$ cat config.mk
export PLATFORM = sky130hd
export DESIGN_NAME = dual_beam_thresh_ctrl
export DESIGN_NICKNAME = d
export VERILOG_FILES = /design/src/rtl/beam_ctrl_pkg.sv /design/src/rtl/beam_trig_scaler.sv /design/src/rtl/dual_beam_thresh_ctrl.sv
export SDC_FILE = /design/constraint.sdc
export NUM_CORES = 1
export LEC_CHECK = 0
export CAP_MARGIN = 0
export CORE_MARGIN = 3
export CORE_UTILIZATION = 30
export DETAILED_ROUTE_END_ITERATION = 16
export HOLD_SLACK_MARGIN = 0.03
export SETUP_SLACK_MARGIN = 0.02
export SYNTH_ARGS = -nofsm -noshare
export SYNTH_HDL_FRONTEND = slang
export SYNTH_SLANG_ARGS = --single-unit
$ cat constraint.sdc
create_clock -name clk_i -period 4 [get_ports clk_i]
set_input_delay 1.2 -clock clk_i [delete_from_list [all_inputs] [get_ports clk_i]]
set_output_delay 1.2 -clock clk_i [all_outputs]
set_load 0.01 [all_outputs]
$ cat src/rtl/beam_ctrl_pkg.sv
// Shared types and constants for the dual-beam threshold controller.
// Scaler build option: BEAM_SCALER_EN.
package beam_ctrl_pkg;

    typedef enum logic [1:0] {
        S_IDLE,
        S_LOAD_A,
        S_LOAD_B,
        S_COMMIT
    } beam_state_e;

    localparam logic [1:0] CE_A    = 2'b10;
    localparam logic [1:0] CE_B    = 2'b01;
    localparam logic [1:0] CE_NONE = 2'b00;

    localparam int DEF_THRESH_BITS = 18;
    localparam int DEF_CNT_BITS    = 16;
    localparam int DEF_HOLDOFF     = 8;
    localparam int PERIOD_BITS     = 24;

endpackage

$ cat src/rtl/beam_trig_scaler.sv
// Single-beam saturating trigger counter with synchronous clear.
// Used by dual_beam_thresh_ctrl when BEAM_SCALER_EN is defined.
module beam_trig_scaler #(
    parameter int CNT_BITS = 16
) (
    input  logic                clk,
    input  logic                rst_i,
    input  logic                en_i,
    input  logic                trig_i,
    input  logic                clr_i,
    output logic [CNT_BITS-1:0] sum_o
);

    logic [CNT_BITS-1:0] acc_q;

    // sum_o includes the current trigger so the final window cycle counts
    assign sum_o = (trig_i && !(&acc_q)) ? acc_q + CNT_BITS'(1) : acc_q;

    always_ff @(posedge clk) begin
        if (rst_i || clr_i || !en_i) begin
            acc_q <= '0;
        end else begin
            acc_q <= sum_o;
        end
    end

endmodule

$ cat src/rtl/dual_beam_thresh_ctrl.sv
// Loads A/B beam thresholds then commits them; optional windowed trigger
// scalers with post-update holdoff are built when BEAM_SCALER_EN is defined.
import beam_ctrl_pkg::*;

module dual_beam_thresh_ctrl #(
    parameter int THRESH_BITS = DEF_THRESH_BITS,
    parameter int CNT_BITS    = DEF_CNT_BITS,
    parameter int HOLDOFF     = DEF_HOLDOFF
) (
    input  logic                   clk_i,
    input  logic                   rst_i,
    input  logic                   req_valid_i,
    output logic                   req_ready_o,
    input  logic [THRESH_BITS-1:0] req_thresh_a_i,
    input  logic [THRESH_BITS-1:0] req_thresh_b_i,
    output logic [THRESH_BITS-1:0] thresh_o,
    output logic [1:0]             thresh_ce_o,
    output logic                   update_o,
    input  logic [1:0]             trigger_i,
    input  logic [PERIOD_BITS-1:0] period_i,
    output logic [CNT_BITS-1:0]    count_a_o,
    output logic [CNT_BITS-1:0]    count_b_o,
    output logic                   count_valid_o
);

    beam_state_e            state_q, state_d;
    logic [THRESH_BITS-1:0] a_q, b_q, last_q;
    logic                   accept;

    assign req_ready_o = (state_q == S_IDLE) && !rst_i;
    assign accept      = req_valid_i && req_ready_o;

    always_ff @(posedge clk_i) begin
        if (rst_i) begin
            state_q <= S_IDLE;
            a_q     <= '0;
            b_q     <= '0;
            last_q  <= '0;
        end else begin
            state_q <= state_d;
            if (accept) begin
                a_q <= req_thresh_a_i;
                b_q <= req_thresh_b_i;
            end
            if (state_q == S_LOAD_B) begin
                last_q <= b_q;
            end
        end
    end

    always_comb begin
        state_d     = state_q;
        thresh_o    = last_q;
        thresh_ce_o = CE_NONE;
        update_o    = 1'b0;
        unique case (state_q)
            S_IDLE: begin
                if (accept) state_d = S_LOAD_A;
            end
            S_LOAD_A: begin
                thresh_o    = a_q;
                thresh_ce_o = CE_A;
                state_d     = S_LOAD_B;
            end
            S_LOAD_B: begin
                thresh_o    = b_q;
                thresh_ce_o = CE_B;
                state_d     = S_COMMIT;
            end
            S_COMMIT: begin
                update_o = 1'b1;
                state_d  = S_IDLE;
            end
            default: state_d = S_IDLE;
        endcase
    end

`ifdef BEAM_SCALER_EN
    localparam int HW = (HOLDOFF > 1) ? $clog2(HOLDOFF) : 1;
    localparam logic [HW-1:0] HO_LOAD =
        (HOLDOFF > 0) ? HW'(HOLDOFF - 1) : '0;

    logic                   commit, mask;
    logic [HW-1:0]          ho_q;
    logic                   win_q, win_last;
    logic [PERIOD_BITS-1:0] per_q, tmr_q;
    logic [1:0]             trig_m;
    logic [CNT_BITS-1:0]    sum_a, sum_b;

    // the commit cycle itself is the first masked cycle
    assign commit   = (state_q == S_COMMIT);
    assign mask     = (commit && (HOLDOFF > 0)) || (ho_q != '0);
    assign win_last = win_q && (tmr_q == per_q - 24'd1);
    assign trig_m   = (win_q && !mask) ? trigger_i : 2'b00;

    always_ff @(posedge clk_i) begin
        if (rst_i) begin
            ho_q <= '0;
        end else if (commit) begin
            ho_q <= HO_LOAD;
        end else if (ho_q != '0) begin
            ho_q <= ho_q - HW'(1);
        end
    end

    always_ff @(posedge clk_i) begin
        if (rst_i) begin
            win_q         <= 1'b0;
            per_q         <= '0;
            tmr_q         <= '0;
            count_a_o     <= '0;
            count_b_o     <= '0;
            count_valid_o <= 1'b0;
        end else begin
            count_valid_o <= win_last;
            if (win_last) begin
                count_a_o <= sum_a;
                count_b_o <= sum_b;
            end
            if (!win_q || win_last) begin
                if (period_i != '0) begin
                    win_q <= 1'b1;
                    per_q <= period_i;
                    tmr_q <= '0;
                end else begin
                    win_q <= 1'b0;
                end
            end else begin
                tmr_q <= tmr_q + 24'd1;
            end
        end
    end

    beam_trig_scaler #(.CNT_BITS(CNT_BITS)) u_scaler_a (
        .clk    (clk_i),
        .rst_i  (rst_i),
        .en_i   (win_q),
        .trig_i (trig_m[1]),
        .clr_i  (win_last),
        .sum_o  (sum_a)
    );

    beam_trig_scaler #(.CNT_BITS(CNT_BITS)) u_scaler_b (
        .clk    (clk_i),
        .rst_i  (rst_i),
        .en_i   (win_q),
        .trig_i (trig_m[0]),
        .clr_i  (win_last),
        .sum_o  (sum_b)
    );
`else
    logic unused_scaler_in;

    assign unused_scaler_in = ^{trigger_i, period_i};
    assign count_a_o        = '0;
    assign count_b_o        = '0;
    assign count_valid_o    = 1'b0;
`endif

endmodule

==> flow_metrics.py, run 1 <==
metrics = {
    "synthesis": {
        "synth_top_family_by_area": "compound AO/OA/AOI/OAI gates",
        "yosysMostFrequentCell": "nand2_1",
        "synthFlopType": "dfxtp_1",
        "netlist_area_um2": 2809,
        "synth_common_cells": "nand2_1, dfxtp_1, nor2_1, buf_4, a21oi_2",
        "avgSynthCellArea_um2": 8.564,
        "synth_edf_count": 0,
        "synth.top_cell.area_share": 0.3991,
        "yosysSeqAreaShare": 0.3991,
        "synth-compound-area-share": 0.1871,
        "ys_ff_latch": 56,
        "yosysTopAreaCell": "dfxtp_1",
        "post_synth_xor_area_fraction": 0,
        "synthAdderAreaFrac": 0.02673,
        "ys_async_sr_fraction": 0,
        "yosys-mux-area-fraction": 0.06771,
        "yosysWarnings": 0,
        "yosys.area_share.simple": 0.1675,
        "synth_cells": 328,
        "synth_cell_types": 20,
        "synth_area_leaders": "dfxtp_1, buf_4, a21oi_2, nand2_1, mux2i_1",
    },
    "cts": {
        "clk_pin_slew_worst_paths_ns": 0.10,
        "insertion_delay_ns": 0.30,
        "cts.htree.levels": 2,
        "post-cts-setup-buffers": 0,
        "root_buffer": "clkbuf_8",
        "cts_tree": "done",
        "post_cts_resized": 0,
        "cts_made_buffers": 5,
        "clk_path_buf_depth": 2,
        "hold_buffers": 0,
        "clock_sinks": 56,
    },
    "worst_setup_path": {
        "critPathSlowestCell": "clkdlybuf4s50_1",
        "crit_type": "register to output port",
        "end_kind": "output port",
        "critPathLaunchType": "register",
        "cp_max_fo": 37,
        "crit_required_ns": 2.80,
        "arrival_ns": 2.32,
        "crit_chain": "inv_1, ha_1, buf_4, nor2_1, a21oi_1, clkdlybuf4s50_1",
        "critPathMaxStageDelay_ns": 0.57,
    },
    "timing": {
        "finalSetupTns_ns": 0,
        "hold_viol": 0,
        "slew_headroom": 0.4991,
        "max_freq_mhz": 283.8,
        "tightest_slew_ns": 0.7513,
        "fin_skew_ns": 0.006228,
        "finalCriticalPeriod_ns": 3.524,
        "setup_viol": 0,
        "min_period_over_period": 0.8810,
        "rsz0062_at_grt": "false",
        "finalMaxSlewViolations": 0,
    },
    "power_and_ir_drop": {
        "total_power_mw": 2.457,
        "p_switching_uw": 978.4,
        "p_int_mw": 1.478,
        "p_leak_nw": 1.225,
        "netSwitchingFraction": 0.3983,
        "combPwrFrac": 0.564,
        "seq_power_share": 0.290,
        "pwr-share-clk": 0.146,
        "p_per_area_nw_per_um2": 721.6,
        "peakVddDrop_mv": 0.4085,
    },
    "floorplanning": {
        "fp.dieH_um": 102.8,
        "floorplan.rows": 34,
        "ios": 120,
        "start_util": 0.3159,
        "die_w_um": 102.8,
        "core_area_um2": 8891,
        "die_area_um2": 10560,
    },
    "detailed_routing": {
        "vias": 2188,
        "postRouteAntennaNets": 0,
        "drc_errors": 0,
        "drt_iter0_drc": 30,
        "drt_pre_antenna_iters": 5,
        "wl_mm": 6.020,
        "wl_per_cell_um": 12.41,
        "viasPerCell": 4.511,
    },
    "grt": {
        "grt_max_degree": 57,
        "antenna_found_initial": 0,
        "grt_use_total": 0.1130,
        "grt_pass1_wl_mm": 9.673,
        "globalRouteOverflowTotal": 0,
        "grt_pass1_vias": 2047,
    },
    "placed_design": {
        "routabilityCongestion": 0.7036,
        "io_buffers": 60,
        "dp_cells": 477,
        "place_hpwl_mm": 4.096,
    },
    "run": {
        "drv_cap": 0,
    },
    "outcome": {
        "status": "complete, no violations",
    },
    "final_layout": {
        "final_core_util": 0.3829,
        "multiInputGateArea_um2": 1388,
        "antenna_cells": 0,
        "layout-drive-gt1-share": 0.1485,
        "nNetsFinal": 447,
        "area_growth_pct": 21.20,
        "fill_cells": 924,
        "layoutNonFillerInstCount": 485,
        "seq_area_um2": 1121,
    },
    "hold_path": {
        "hold_path_class": "register to register",
    },
}
==> worst max-delay path, delay by kind of cell (launching register included) <==
family	cells	cell delay, ns
buf+inv	3	1.04
simple gates	1	0.09
fa+ha+maj	1	0.29
flops	1	0.42
compound gates	1	0.17
==> routing by layer <==
layer	GRT usage	routed length, um	vias up
met1	0.1411	2743	1014
li1	-	-	1105
met3	0.02909	342	5
met4	0.02390	48	0
met2	0.1971	2886	64
met5	0	0	-
==> layout by cell type (no fill, tap or decap), drive strengths merged <==
| cell type | netlist | final |
|---|---|---|
| nand2 | 73 | 73 |
| clkdlybuf4s50 | 0 | 59 |
| dfxtp | 56 | 56 |
| a21oi | 54 | 54 |
| nor2 | 39 | 39 |
| conb | 1 | 33 |
| mux2i | 19 | 19 |
| a22oi | 18 | 18 |
| ha | 6 | 6 |
| clkbuf | 4 | 6 |
| buf | 52 | 6 |
| inv | 2 | 2 |
| nor2b | 1 | 1 |
| and2 | 1 | 1 |
| a211oi | 1 | 1 |
| or2b | 1 | 1 |
| bufinv | 0 | 1 |
| clkinv | 0 | 1 |
==> area by class of cell <==
type / count / share of cell area
multi-input cells: 246 / 0.4076
clock buffers: 6 / 0.02132
well taps: 108 / 0.03969
flip-flops and latches: 56 / 0.3293
clock inverters: 2 / 0.01029
inverters: 2 / 0.002205
repair buffers: 65 / 0.1896
==> registers in the layout (all words and copies together) (netlist names) <==
name / count
state_q: 2
a_q: 18
last_q: 18
b_q: 18
==> cell families (layout without fill, tap and decap cells) <==
group | count (synthesis) | in the layout
fa+ha+maj | 6 | 6
other cells | 1 | 33
flops | 56 | 56
buf+inv | 58 | 75
simple gates | 115 | 115
mux | 19 | 19
compound gates | 73 | 73
==> power by group through the flow <==
stage	combinational (mW)	clock (mW)	sequential, mW
after floorplan	0.905	0	0.709
after global placement	1.38	0	0.721
after detailed placement	1.40	0	0.725
after CTS	1.41	0.379	0.712
after global routing	1.52	0.399	0.725
final	1.39	0.360	0.712
==> through the flow <==
stage          cell area, um^2  setup WS, ns  hold WS [ns]
6_report                  3405        0.4759        0.4587
2_1_floorplan             2929         1.262        0.4360
3_5_place_dp              3297        0.8026        0.4468
4_1_cts                   3405        0.4468        0.4608
3_3_place_gp              3297        0.8149        0.4467
5_1_grt                   3405        0.3257        0.4773
==> final timing paths <==
check                           from                    to  slack (ns)  cells after the start
max          state_q[0]$_SDFFE_PP0P_          thresh_o[13]        0.48                      6
max reg2reg  state_q[0]$_SDFFE_PP0P_  b_q[15]$_SDFFE_PP0P_        2.22                      5
min              a_q[8]$_SDFFE_PP0P_   a_q[8]$_SDFFE_PP0P_        0.46                      2
min reg2reg      a_q[8]$_SDFFE_PP0P_   a_q[8]$_SDFFE_PP0P_        0.46                      2
Power figures use the tool's default switching activity.
==> inputs of run 2 (changes only) <==
- SLEW_MARGIN: unset -> 20
==> results of run 2 <==
No change in the layout: final DEF, timing and power equal those of run 1.
==> inputs of run 3 (changes only) <==
- CORE_UTILIZATION: 30 -> 40
- PLACE_DENSITY: unset -> 0.76
- RECOVER_POWER: unset -> 25
==> run 3 against run 2 <==
Final cell count decreased by 2.9%. Critical path depth unchanged. Flip-flop and latch count unchanged. Clock skew increased by 0.0028 ns. Register-to-register slack improved by 0.03 ns.
==> flow_metrics.py, run 3 (same netlist as run 1, synthesis figures left out) <==
metrics = {
    "cts": {
        "clk_pin_slew_worst_paths_ns": 0.10,
        "cts_tree": "done",
        "post-cts-setup-buffers": 0,
        "clock_sinks": 56,
        "post_cts_resized": 0,
        "clk_path_buf_depth": 2,
        "insertion_delay_ns": 0.31,
        "root_buffer": "clkbuf_8",
        "hold_buffers": 0,
        "cts.htree.levels": 2,
        "cts_made_buffers": 5,
    },
    "timing": {
        "tightest_slew_ns": 1.494,
        "fin_skew_ns": 0.009037,
        "slew_headroom": 0.003864,
        "setup_viol": 0,
        "finalSetupTns_ns": 0,
        "finalMaxSlewViolations": 0,
        "min_period_over_period": 0.8809,
        "rsz0062_at_grt": "false",
        "hold_viol": 0,
        "finalCriticalPeriod_ns": 3.524,
        "max_freq_mhz": 283.8,
    },
    "worst_setup_path": {
        "critical-path-top-delay-family": "buffers and inverters",
        "critPathLaunchType": "register",
        "end_kind": "output port",
        "crit_chain": "inv_1, ha_1, buf_4, a22oi_1, a21oi_1, clkdlybuf4s50_1",
        "critPathMaxStageDelay_ns": 0.57,
        "critPathSlowestCell": "clkdlybuf4s50_1",
        "worstPathBufferInverterCount": 3,
        "cp_max_fo": 10,
        "crit_type": "register to output port",
        "arrival_ns": 2.32,
        "crit_required_ns": 2.80,
    },
    "power_and_ir_drop": {
        "seq_power_share": 0.294,
        "p_switching_uw": 975.8,
        "pwr-share-clk": 0.132,
        "p_per_area_nw_per_um2": 717.6,
        "p_int_mw": 1.449,
        "netSwitchingFraction": 0.4024,
        "p_leak_nw": 1.215,
        "peakVddDrop_mv": 0.3072,
        "combPwrFrac": 0.574,
    },
    "final_layout": {
        "final_common_cell": "nand2_1",
        "layout_common_cells": "nand2_1, clkdlybuf4s50_1, dfxtp_1",
        "layout-drive-gt1-share": 0.1508,
        "area_growth_pct": 20.31,
        "antenna_cells": 0,
        "fill_cells": 646,
        "largestRegisters": "a_q x18, b_q x18, last_q x18",
        "layoutNonFillerInstCount": 471,
        "nNetsFinal": 448,
        "final_core_util": 0.5146,
        "seq_area_um2": 1121,
        "multiInputGateArea_um2": 1388,
    },
    "grt": {
        "grt_use_total": 0.1465,
        "grt_max_degree": 57,
        "grt_pass1_vias": 2095,
        "antenna_found_initial": 0,
        "globalRouteOverflowTotal": 0,
        "grt_pass1_wl_mm": 9.825,
    },
    "detailed_routing": {
        "wl_mm": 5.844,
        "drc_errors": 0,
        "wl_per_cell_um": 12.41,
        "postRouteAntennaNets": 0,
        "vias": 2145,
        "viasPerCell": 4.554,
        "drt_pre_antenna_iters": 4,
        "drt_iter0_drc": 73,
    },
    "run": {
        "drv_cap": 0,
    },
    "outcome": {
        "status": "complete, no violations",
    },
    "floorplanning": {
        "floorplan.rows": 29,
        "die_w_um": 89.80,
        "ios": 120,
        "fp.dieH_um": 89.80,
        "core_area_um2": 6568,
        "die_area_um2": 8064,
        "start_util": 0.4277,
    },
    "placed_design": {
        "io_buffers": 60,
        "routabilityCongestion": 0.7688,
        "place_hpwl_mm": 4.035,
        "dp_cells": 463,
    },
    "hold_path": {
        "hold_path_class": "register to register",
    },
}
==> run 3: final cells by class <==
type	instances	share of cell area
inverters	2	0.002221
multi-input cells	246	0.4106
flip-flops and latches	56	0.3317
clock buffers	6	0.02444
well taps	93	0.03443
clock inverters	2	0.004443
repair buffers	66	0.1922
==> run 3: final timing paths <==
kind | slack [ns] | cells after the start | end | start
worst max register to register | 2.25 | 5 | a_q[5]$_SDFFE_PP0P_ | state_q[0]$_SDFFE_PP0P_
worst max-delay path | 0.48 | 6 | thresh_o[5] | state_q[1]$_SDFFE_PP0P_
worst min register to register | 0.46 | 2 | a_q[10]$_SDFFE_PP0P_ | a_q[10]$_SDFFE_PP0P_
worst min-delay path | 0.46 | 2 | a_q[10]$_SDFFE_PP0P_ | a_q[10]$_SDFFE_PP0P_
==> run 3: power by group through the flow <==
stage / Sequential (mW) / Clock [mW] / Combinational (mW)
after floorplan: 0.709 / 0 / 0.905
after global placement: 0.721 / 0 / 1.39
after detailed placement: 0.724 / 0 / 1.41
after CTS: 0.712 / 0.336 / 1.41
after global routing: 0.726 / 0.352 / 1.53
final: 0.712 / 0.321 / 1.39
==> run 3: worst reg2reg max path, stage by stage, from the launching register on <==
cell,delay (ns)
dfxtp_1,0.42
inv_1,0.11
ha_1,0.27
nand2_2,0.55
nand2_1,0.18
a21oi_2,0.15
==> run 3: metrics by stage <==
stage          cell area (um^2)  setup WS, ns  power, mW  hold slack [ns]
3_5_place_dp               3286        0.8008      2.131           0.4518
6_report                   3379        0.4765      2.425           0.4645
5_1_grt                    3379        0.3507      2.604           0.4845
2_1_floorplan              2929         1.262      1.614           0.4360
3_3_place_gp               3286        0.8265      2.111           0.4449
4_1_cts                    3383        0.4387      2.461           0.4669
==> run 3: layer usage <==
| metal | vias up | GRT usage | wire length, um |
|---|---|---|---|
| li1 | 1106 | - | - |
| met1 | 972 | 0.1756 | 2567 |
| met2 | 61 | 0.2594 | 2923 |
| met3 | 6 | 0.03673 | 298 |
| met4 | 0 | 0.04215 | 55 |
| met5 | - | 0 | 0 |
